## src/rtl/reg_wb_unit.sv

```systemverilog
// Register-file write-port arbiter: ALU results take priority, MDU results wait in a
// small FIFO; writes to $0 are dropped and pending writes are reported to decode.
module reg_wb_unit #(
  parameter int DATA_W = 32,
  parameter int ADDR_W = 5,
  parameter int DEPTH  = 2
) (
  input  logic              clk,
  input  logic              rst,
  input  logic              alu_valid,
  input  logic [ADDR_W-1:0] alu_wrA,
  input  logic [DATA_W-1:0] alu_wrD,
  input  logic              mdu_valid,
  input  logic [ADDR_W-1:0] mdu_wrA,
  input  logic [DATA_W-1:0] mdu_wrD,
  output logic              mdu_ready,
  input  logic [ADDR_W-1:0] q1A,
  input  logic [ADDR_W-1:0] q2A,
  output logic              q1_pend,
  output logic              q2_pend,
  output logic              regW,
  output logic [ADDR_W-1:0] wrA,
  output logic [DATA_W-1:0] wrD
);
  localparam int PW = $clog2(DEPTH);
  localparam logic [PW:0] FULL = (PW+1)'(DEPTH);

  logic [ADDR_W-1:0] fifo_a [DEPTH];
  logic [DATA_W-1:0] fifo_d [DEPTH];
  logic [PW-1:0]     rd_ptr;
  logic [PW-1:0]     wr_ptr;
  logic [PW:0]       count;
  logic              alu_sel;
  logic              push;
  logic              pop;

  assign mdu_ready = !rst && (count < FULL);
  assign alu_sel   = alu_valid && (alu_wrA != '0);
  // Accepted $0 results complete the handshake but never occupy a slot.
  assign push      = mdu_valid && mdu_ready && (mdu_wrA != '0);
  assign pop       = !alu_sel && (count != '0);

  always_ff @(posedge clk) begin
    if (push) begin
      fifo_a[wr_ptr] <= mdu_wrA;
      fifo_d[wr_ptr] <= mdu_wrD;
    end
  end

  always_ff @(posedge clk) begin
    if (rst) begin
      regW   <= 1'b0;
      wrA    <= '0;
      wrD    <= '0;
      rd_ptr <= '0;
      wr_ptr <= '0;
      count  <= '0;
    end else begin
      if (alu_sel) begin
        regW <= 1'b1;
        wrA  <= alu_wrA;
        wrD  <= alu_wrD;
      end else if (pop) begin
        regW <= 1'b1;
        wrA  <= fifo_a[rd_ptr];
        wrD  <= fifo_d[rd_ptr];
      end else begin
        regW <= 1'b0;
      end
      if (push) wr_ptr <= wr_ptr + 1'b1;
      if (pop)  rd_ptr <= rd_ptr + 1'b1;
      case ({push, pop})
        2'b10:   count <= count + 1'b1;
        2'b01:   count <= count - 1'b1;
        default: count <= count;
      endcase
    end
  end

  // A slot is live when its distance from the read pointer is below the count.
  logic [PW-1:0] offs;
  always_comb begin
    q1_pend = 1'b0;
    q2_pend = 1'b0;
    offs    = '0;
    for (int unsigned i = 0; i < DEPTH; i++) begin
      offs = PW'(i) - rd_ptr;
      if ({1'b0, offs} < count) begin
        if (fifo_a[i] == q1A) q1_pend = 1'b1;
        if (fifo_a[i] == q2A) q2_pend = 1'b1;
      end
    end
    if (regW && (wrA == q1A)) q1_pend = 1'b1;
    if (regW && (wrA == q2A)) q2_pend = 1'b1;
    if (q1A == '0) q1_pend = 1'b0;
    if (q2A == '0) q2_pend = 1'b0;
  end
endmodule

```

## config.mk

```make
export PLATFORM = sky130hd
export DESIGN_NAME = reg_wb_unit
export DESIGN_NICKNAME = d
export VERILOG_FILES = /design/src/rtl/reg_wb_unit.sv
export SDC_FILE = /design/constraint.sdc
export NUM_CORES = 1
export LEC_CHECK = 0
export ABC_AREA = 1
export CAP_MARGIN = 20
export CORE_AREA = 2 2 114 105
export DETAILED_ROUTE_END_ITERATION = 12
export DIE_AREA = 0 0 116 107
export PLACE_DENSITY = 0.77
export SETUP_SLACK_MARGIN = 0.2
export SKIP_CTS_REPAIR_TIMING = 1
export SYNTH_ARGS = -nofsm -noshare
export SYNTH_HDL_FRONTEND = slang
export SYNTH_SLANG_ARGS = --single-unit
```

## constraint.sdc

```tcl
create_clock -name clk -period 4.2 [get_ports clk]
set_clock_uncertainty 0.15 [all_clocks]
set_input_delay 0.42 -clock clk [delete_from_list [all_inputs] [get_ports clk]]
set_output_delay 0.42 -clock clk [all_outputs]
set_load 0.02 [all_outputs]
```

==> results of run 1 <==
cell families after synthesis:
family,Yosys count,share of synthesized area
DFF,117,0.561
buffers and inverters,99,0.0818
adders and majority gates,1,0.00228
xor gates and xnor gates,2,0.00319
and+or+nand+nor,424,0.304
AOI/OAI and AO/OA,45,0.0478
area by class of cell:
cell class	count	area share
Timing Repair Buffer	132	0.178
Inverter	72	0.0367
Clock buffer	27	0.0643
Tap cell	156	0.0265
Sequential cell	117	0.419
Clock inverter	5	0.00731
Multi-Input combinational cell	472	0.268
metrics by stage:
step                      total power (uW)   util  cells  worst slack (ps)
after floorplan                       1960      -    688              1060
after CTS                             3550  0.657    981              1320
after detailed placement              2250  0.610    949              1300
after global routing                  3690  0.657    981              1200
final                                 3530  0.657    981              1360
after global placement                2230  0.610    949              1310
report_power, final:
part | switching (uW) | internal, uW
sequential | 87.7 | 1330
combinational | 501 | 315
clock | 467 | 826
total | 1060 | 2470
synthesized netlist by cell type (5+ instances only):
cell type,count
buf_4,5
a21oi_2,10
dfxtp_1,43
buf_2,11
nand2_1,254
o21ai_0,16
buf_6,6
edfxtp_1,74
nor2_1,127
nand3_1,32
inv_1,67
a21oi_1,19
worst max path at each step:
| stage | from | end | slack [ps] | cells after the start |
|---|---|---|---|---|
| after floorplan | rst | fifo_a[0][0] | 1060 | 4 |
| after global placement | mdu_wrA[3] | fifo_d[1][24] | 1310 | 6 |
| after detailed placement | mdu_wrA[3] | fifo_d[1][27] | 1300 | 6 |
| after CTS | count[1] | q2_pend | 1320 | 9 |
| after global routing | count[0] | q2_pend | 1200 | 9 |
| final | q2A[1] | q2_pend | 1360 | 10 |
flip-flops by register name (all words and copies together) (netlist names), named ones only:
register / cells
wrA: 5
regW: 1
count: 2
fifo_d: 64
wrD: 32
fifo_a: 10
rd_ptr: 1
wr_ptr: 1
worst max-delay path: stages:
cell and delay, ps:
clkdlybuf4s50_1 530, inv_1 140, nand2_1 90, nand2_1 50
nor2_1 160, nand3_1 100, nand3_1 90, nand2_1 50
inv_1 40, clkdlybuf4s50_1 590
routing by layer:
| layer | global-route usage | wire length, um | vias to the layer above |
|---|---|---|---|
| met2 | 0.404 | 6950 | 169 |
| met1 | 0.287 | 6080 | 2277 |
| met3 | 0.0622 | 963 | 17 |
| met4 | 0.0782 | 208 | 0 |
| li1 | - | - | 2394 |
| met5 | 0 | 0 | - |
==> qor.yml, run 1 <==
finalNetCount: 901
worst_pin_slew_ps: 845
whs_ps: 369
slew_violations: 0
r2r_cells: 9
crit_path_start_kind: "input port"
rrSetupSlack_ps: 1860
whs_endpoint: "wrD[25]"
diodes: 0
core_area_um2: 11200
avgViaCountPerCell: 4.95
cts-root-buf: "clkbuf_16"
drt_wl_total_um: 14200
detail-route-antenna-nets: 0
syn-cell-area_um2: 5490
status: "finished, final reports clean"
clk_latency_ps: 400
area_delta_synth_final_pct: 33.9
grt_antenna_before_repair: 0
place.gp.congestion: 0.889
setup_violations: 0
grt_setup_unrepaired: "false"
cts_buffer_depth: 2
netlist_top_cells_area: "edfxtp_1 (40%), nand2_1 (17%), dfxtp_1 (16%)"
die_y_um: 107
wire_per_inst_um: 14.5
drc: 0
io_buffer_count: 128
drv_cap: 0
final_area_um2: 7360
initial_core_util: 0.490
clock_sinks: 117
fmax_mhz: 352
grt_pass1_wl_um: 22500
drt_iter0_markers: 285
die_w_um: 116
final_common_cell: "nand2_1"
leakagePower_uw: 0.00312
grt_overflow_total: 0
synth_top_flop_cell: "edfxtp_1"
min_period_over_period: 0.676
tritoncts: "done"
peakVddDrop_v: 0.000392
synth_edf_count: 74
synthArstFlopShare: 0
cts_made_buffers: 17
tns_ps: 0
p_per_area_nw_per_um2: 480
slew_headroom: 0.433
clk_pin_slew_ps: 50
hp-start: "wrD[25]"
syn_inst: 688
die_area_um2: 12400
synth_cell_type_count: 24
htree_levels: 4
min_period_ps: 2840
hp-class: "reg -> reg"
ys_warn_count: 0
cp.required_ps: 3630
synth_area_per_cell_um2: 7.99
grt_max_degree: 44
cp_max_fo: 5
hpwl_um: 9610
place_area_um2: 6830
ioPinCount: 129
grt_pass1_vias: 4750
seq_area_um2: 3080
hold_depth: 2
rows: 37
reg2reg_to: "count[1]"
synth_top_area_cell: "edfxtp_1"
hold_violations: 0
path_class: "in -> out"
num_vias: 4857
ys_ff_latch: 117
end_kind: "primary output"
gr-usage-all-layers: 0.235
n_fill_cell: 980
cp.arrival_ps: 2270
synth_seq_area_share: 0.561
drive_gt1_frac: 0.0594
multi_input_area_um2: 1970
yosys.area.top_type_share: 0.404
rr_startpoint: "count[1]"
drt_pass1_iterations: 4
final_cell_mix: "nand2_1 (254), clkdlybuf4s50_1 (128), nor2_1 (126)"
synth_nets: 777
No activity file was read; power rests on OpenSTA's default activity.
==> inputs of run 2 (changes only) <==
--- a/config.mk
+++ b/config.mk
@@ -7,10 +7,10 @@
 export LEC_CHECK = 0
 export ABC_AREA = 1
 export CAP_MARGIN = 20
-export CORE_AREA = 2 2 114 105
+export CORE_AREA = 2 2 120 110
 export DETAILED_ROUTE_END_ITERATION = 12
-export DIE_AREA = 0 0 116 107
-export PLACE_DENSITY = 0.77
+export DIE_AREA = 0 0 122 112
+export PLACE_DENSITY = 0.73
 export SETUP_SLACK_MARGIN = 0.2
 export SKIP_CTS_REPAIR_TIMING = 1
 export SYNTH_ARGS = -nofsm -noshare
==> constraint.sdc (replaced) <==
create_clock -name clk -period 2.45 [get_ports clk]
set_clock_uncertainty 0.15 [all_clocks]
set_input_delay 0.245 -clock clk [delete_from_list [all_inputs] [get_ports clk]]
set_output_delay 0.245 -clock clk [all_outputs]
set_load 0.02 [all_outputs]
==> qor.yml, run 2 (synthesized netlist as in run 1, its figures left out) <==
status: "finished, final reports clean"
cp.arrival_ps: 1750
io_buffer_count: 128
cp_max_fo: 5
die_area_um2: 13700
clk_latency_ps: 400
cp.required_ps: 2060
hold_violations: 0
cts-root-buf: "clkbuf_16"
setup_violations: 0
wire_per_inst_um: 15.1
gr-usage-all-layers: 0.226
final_cell_mix: "nand2_1 (254), nor2_1 (126), clkdlybuf4s50_1 (126)"
ioPinCount: 129
p_per_area_nw_per_um2: 848
largest_reg_flops: 64
rrSetupSlack_ps: 400
grt_pass1_vias: 4588
diodes: 0
core_area_um2: 12400
grt_overflow_total: 0
top_regs: "fifo_d: 64 flops, wrD: 32 flops, fifo_a: 10 flops"
slew_headroom: 0.603
grt_setup_unrepaired: "false"
grt_max_degree: 34
grt_antenna_before_repair: 0
hp-class: "in -> reg"
drc: 0
worst_pin_slew_ps: 595
n_fill_cell: 1093
cts_buffer_depth: 2
drt_pass1_iterations: 5
top_usage_layer: "met2"
max_flop_register: "fifo_d"
detail-route-antenna-nets: 0
rows: 39
peakVddDrop_v: 0.000527
fmax_mhz: 467
grtUsageMet2: 0.373
die_y_um: 112
clock_sinks: 117
grt_use_met1: 0.295
die_w_um: 122
clk_pin_slew_ps: 50
leakagePower_uw: 0.00327
drt_wl_total_um: 15100
drt_iter0_markers: 281
hpwl_um: 10500
htree_levels: 4
grt_pass1_wl_um: 23400
drv_cap: 0
tns_ps: 0
finalPower_uw: 6410
r2r_cells: 10
tritoncts: "done"
final_common_cell: "nand2_1"
finalNetCount: 913
min_period_ps: 2140
end_kind: "primary output"
place.gp.congestion: 0.972
cts_made_buffers: 17
area_delta_synth_final_pct: 37.6
min_period_over_period: 0.874
num_vias: 4778
drive_gt1_frac: 0.0800
slew_violations: 0
path_class: "reg -> out"
initial_core_util: 0.442
met3_usage: 0.0579
crit_path_start_kind: "flip-flop"
avgViaCountPerCell: 4.77
hold_depth: 1
[run 2: changes by cell type in the layout (fill, tap and decap cells not counted), sizes merged, moves of 2 or more]
cell           previous run  this run
buf                       4        16
clkbuf                   27        20
bufinv                    1         4
clkinv                    6         9
clkdlybuf4s50           128       126
dlymetal6s2s              0         2
[run 2: worst paths after layout]
kind / start / endpoint
setup / recovery: wrA[1] / q2_pend
hold / removal: mdu_wrD[31] / fifo_d[1][31]
setup reg to reg: count[1] / wrD[18]
hold reg to reg: wrD[25] / wrD[25]
[run 2: routing by layer]
layer | up-vias | share of wire
li1 | 2419 | -
met1 | 2154 | 0.44
met3 | 22 | 0.073
met4 | 0 | 0.018
met5 | - | 0
met2 | 183 | 0.47
[run 2: area by class of cell]
class                      instances  area, um2  share of cell area
sequential                       117       3090               0.408
multi-input combinational        472       1970               0.261
timing repair buffer             144       1430               0.189
clock buffer                      20        437              0.0578
inverter                          72        270              0.0357
tap                              164        205              0.0271
clock inverter                    12        160              0.0212
[run 2: per-stage QoR]
step / hold slack [ps] / std cells / utilization / area, um2 / worst slack, ps
global route: 271 / 1001 / 0.608 / 7560 / 221
global placement: 327 / 968 / 0.558 / 6950 / -24.3
floorplan: 194 / 688 / - / 5500 / 344
CTS: 259 / 1000 / 0.606 / 7540 / -80.8
finish: 272 / 1001 / 0.608 / 7560 / 308
detailed placement: 352 / 968 / 0.558 / 6950 / 5.28
[run 2: report_power, final]
group	switching (uW)	internal (uW)
clock	826	1680
sequential	124	2280
combinational	910	586
total	1860	4550
[run 2: worst max-delay path, cell delays in order, from the launching register on]
cell	delay, ps
dfxtp_1	470
inv_1	140
nand2_1	80
nand2_1	60
nor2_1	100
nand3_1	90
nand3_1	100
nand2_1	60
inv_1	50
dlymetal6s2s_1	210
==> inputs of run 3 (changes only) <==
--- a/config.mk
+++ b/config.mk
@@ -10,6 +10,7 @@
 export CORE_AREA = 2 2 120 110
 export DETAILED_ROUTE_END_ITERATION = 12
 export DIE_AREA = 0 0 122 112
+export MAX_ROUTING_LAYER = met4
 export PLACE_DENSITY = 0.73
 export SETUP_SLACK_MARGIN = 0.2
 export SKIP_CTS_REPAIR_TIMING = 1
==> qor.yml, run 3 (synthesized netlist as in run 1, its figures left out) <==
crit_path_start_kind: "flip-flop"
diodes: 0
rows: 39
finalNetCount: 913
rrSetupSlack_ps: 510
die_area_um2: 13700
cp.required_ps: 2060
wire_per_inst_um: 14.7
whs_ps: 265
core_area_um2: 12400
detail-route-antenna-nets: 0
leakagePower_uw: 0.00325
drive_gt1_frac: 0.0896
num_vias: 4731
multi_input_area_um2: 1970
top_regs: "fifo_d: 64 flops, wrD: 32 flops, fifo_a: 10 flops"
hp-class: "in -> reg"
cts_made_buffers: 17
peakVddDrop_v: 0.000534
area_delta_synth_final_pct: 38.1
drt_pass1_iterations: 5
fmax_mhz: 468
grt_max_degree: 39
slew_violations: 0
tritoncts: "done"
min_period_over_period: 0.872
io_buffer_count: 128
n_fill_cell: 1072
gr-usage-all-layers: 0.232
grt_overflow_total: 0
dr.max_layer_used: "met4"
max_flop_register: "fifo_d"
place_area_um2: 6970
wl_met2_um: 7050
place.gp.congestion: 0.871
pre_cts_ws_ps: 6.08
drt_wl_total_um: 14700
grt_pass1_vias: 4647
clk_latency_ps: 410
min_period_ps: 2140
end_kind: "primary output"
drt-met1-wl_um: 6500
cts_buffer_depth: 2
setup_violations: 0
drt_iter0_markers: 313
final_cell_mix: "nand2_1 (254), nor2_1 (126), clkdlybuf4s50_1 (126)"
grt_setup_unrepaired: "false"
grt_pass1_wl_um: 23300
avgViaCountPerCell: 4.73
final_area_um2: 7590
largest_reg_flops: 64
path_class: "reg -> out"
seq_area_um2: 3090
worst_pin_slew_ps: 617
die_y_um: 112
initial_core_util: 0.442
final_common_cell: "nand2_1"
p_per_area_nw_per_um2: 842
htree_levels: 4
status: "finished, final reports clean"
hpwl_um: 10400
die_w_um: 122
dr_wl_met3_um: 985
final.setup.worst_slack_ps: 315
drv_cap: 0
hold_violations: 0
cp_max_fo: 4
finalPower_uw: 6390
clk_pin_slew_ps: 60
clock_sinks: 117
slew_headroom: 0.588
drc: 0
grt_antenna_before_repair: 0
ioPinCount: 129
cts-root-buf: "clkbuf_16"
cp.arrival_ps: 1740
run 3: changes by cell type in the layout (fill, tap and decap cells not counted), sizes merged:
cell / before / now
bufinv: 4 / 3
clkbuf: 20 / 18
clkinv: 9 / 6
clkinvlp: 0 / 5
dlymetal6s2s: 2 / 1
inv: 71 / 73
run 3: cell type report:
cell class / count / share of cell area
Sequential cell: 117 / 0.407
Multi-Input combinational cell: 472 / 0.260
Timing Repair Buffer: 144 / 0.191
Clock buffer: 17 / 0.0561
Inverter: 72 / 0.0356
Tap cell: 164 / 0.0270
Clock inverter: 15 / 0.0239
run 3: final timing paths:
kind,start,to,cells after the start
max,fifo_a[1][3],q2_pend,9
min,mdu_wrD[5],fifo_d[0][5],1
max reg2reg,count[0],count[1],10
min reg2reg,wrD[26],wrD[26],2
run 3: per-stage QoR:
stage	setup TNS (ps)	utilization	cells
after detailed placement	0	0.560	968
after global placement	-7.50	0.560	968
after global routing	0	0.610	1001
after floorplan	0	-	688
after CTS	-198	0.609	1000
final	0	0.610	1001
run 3: critical path, stage by stage, from the launching register on:
cell and delay (ps):
edfxtp_1 450, inv_1 150, nand2_1 80, nand2_1 60, nor2_1 120, nand3_1 90, nand3_1 80, nand2_1 50
inv_1 50, dlymetal6s2s_1 210
run 3: power breakdown:
group | internal [uW] | switching [uW]
Clock | 1600 | 897
Sequential | 2280 | 119
Combinational | 599 | 893
run 3: routing by layer:
metal  vias up  global-route usage
met4         0              0.0789
met5         -                   -
met1      2130               0.297
met3        19              0.0558
met2       153               0.364
li1       2429                   -
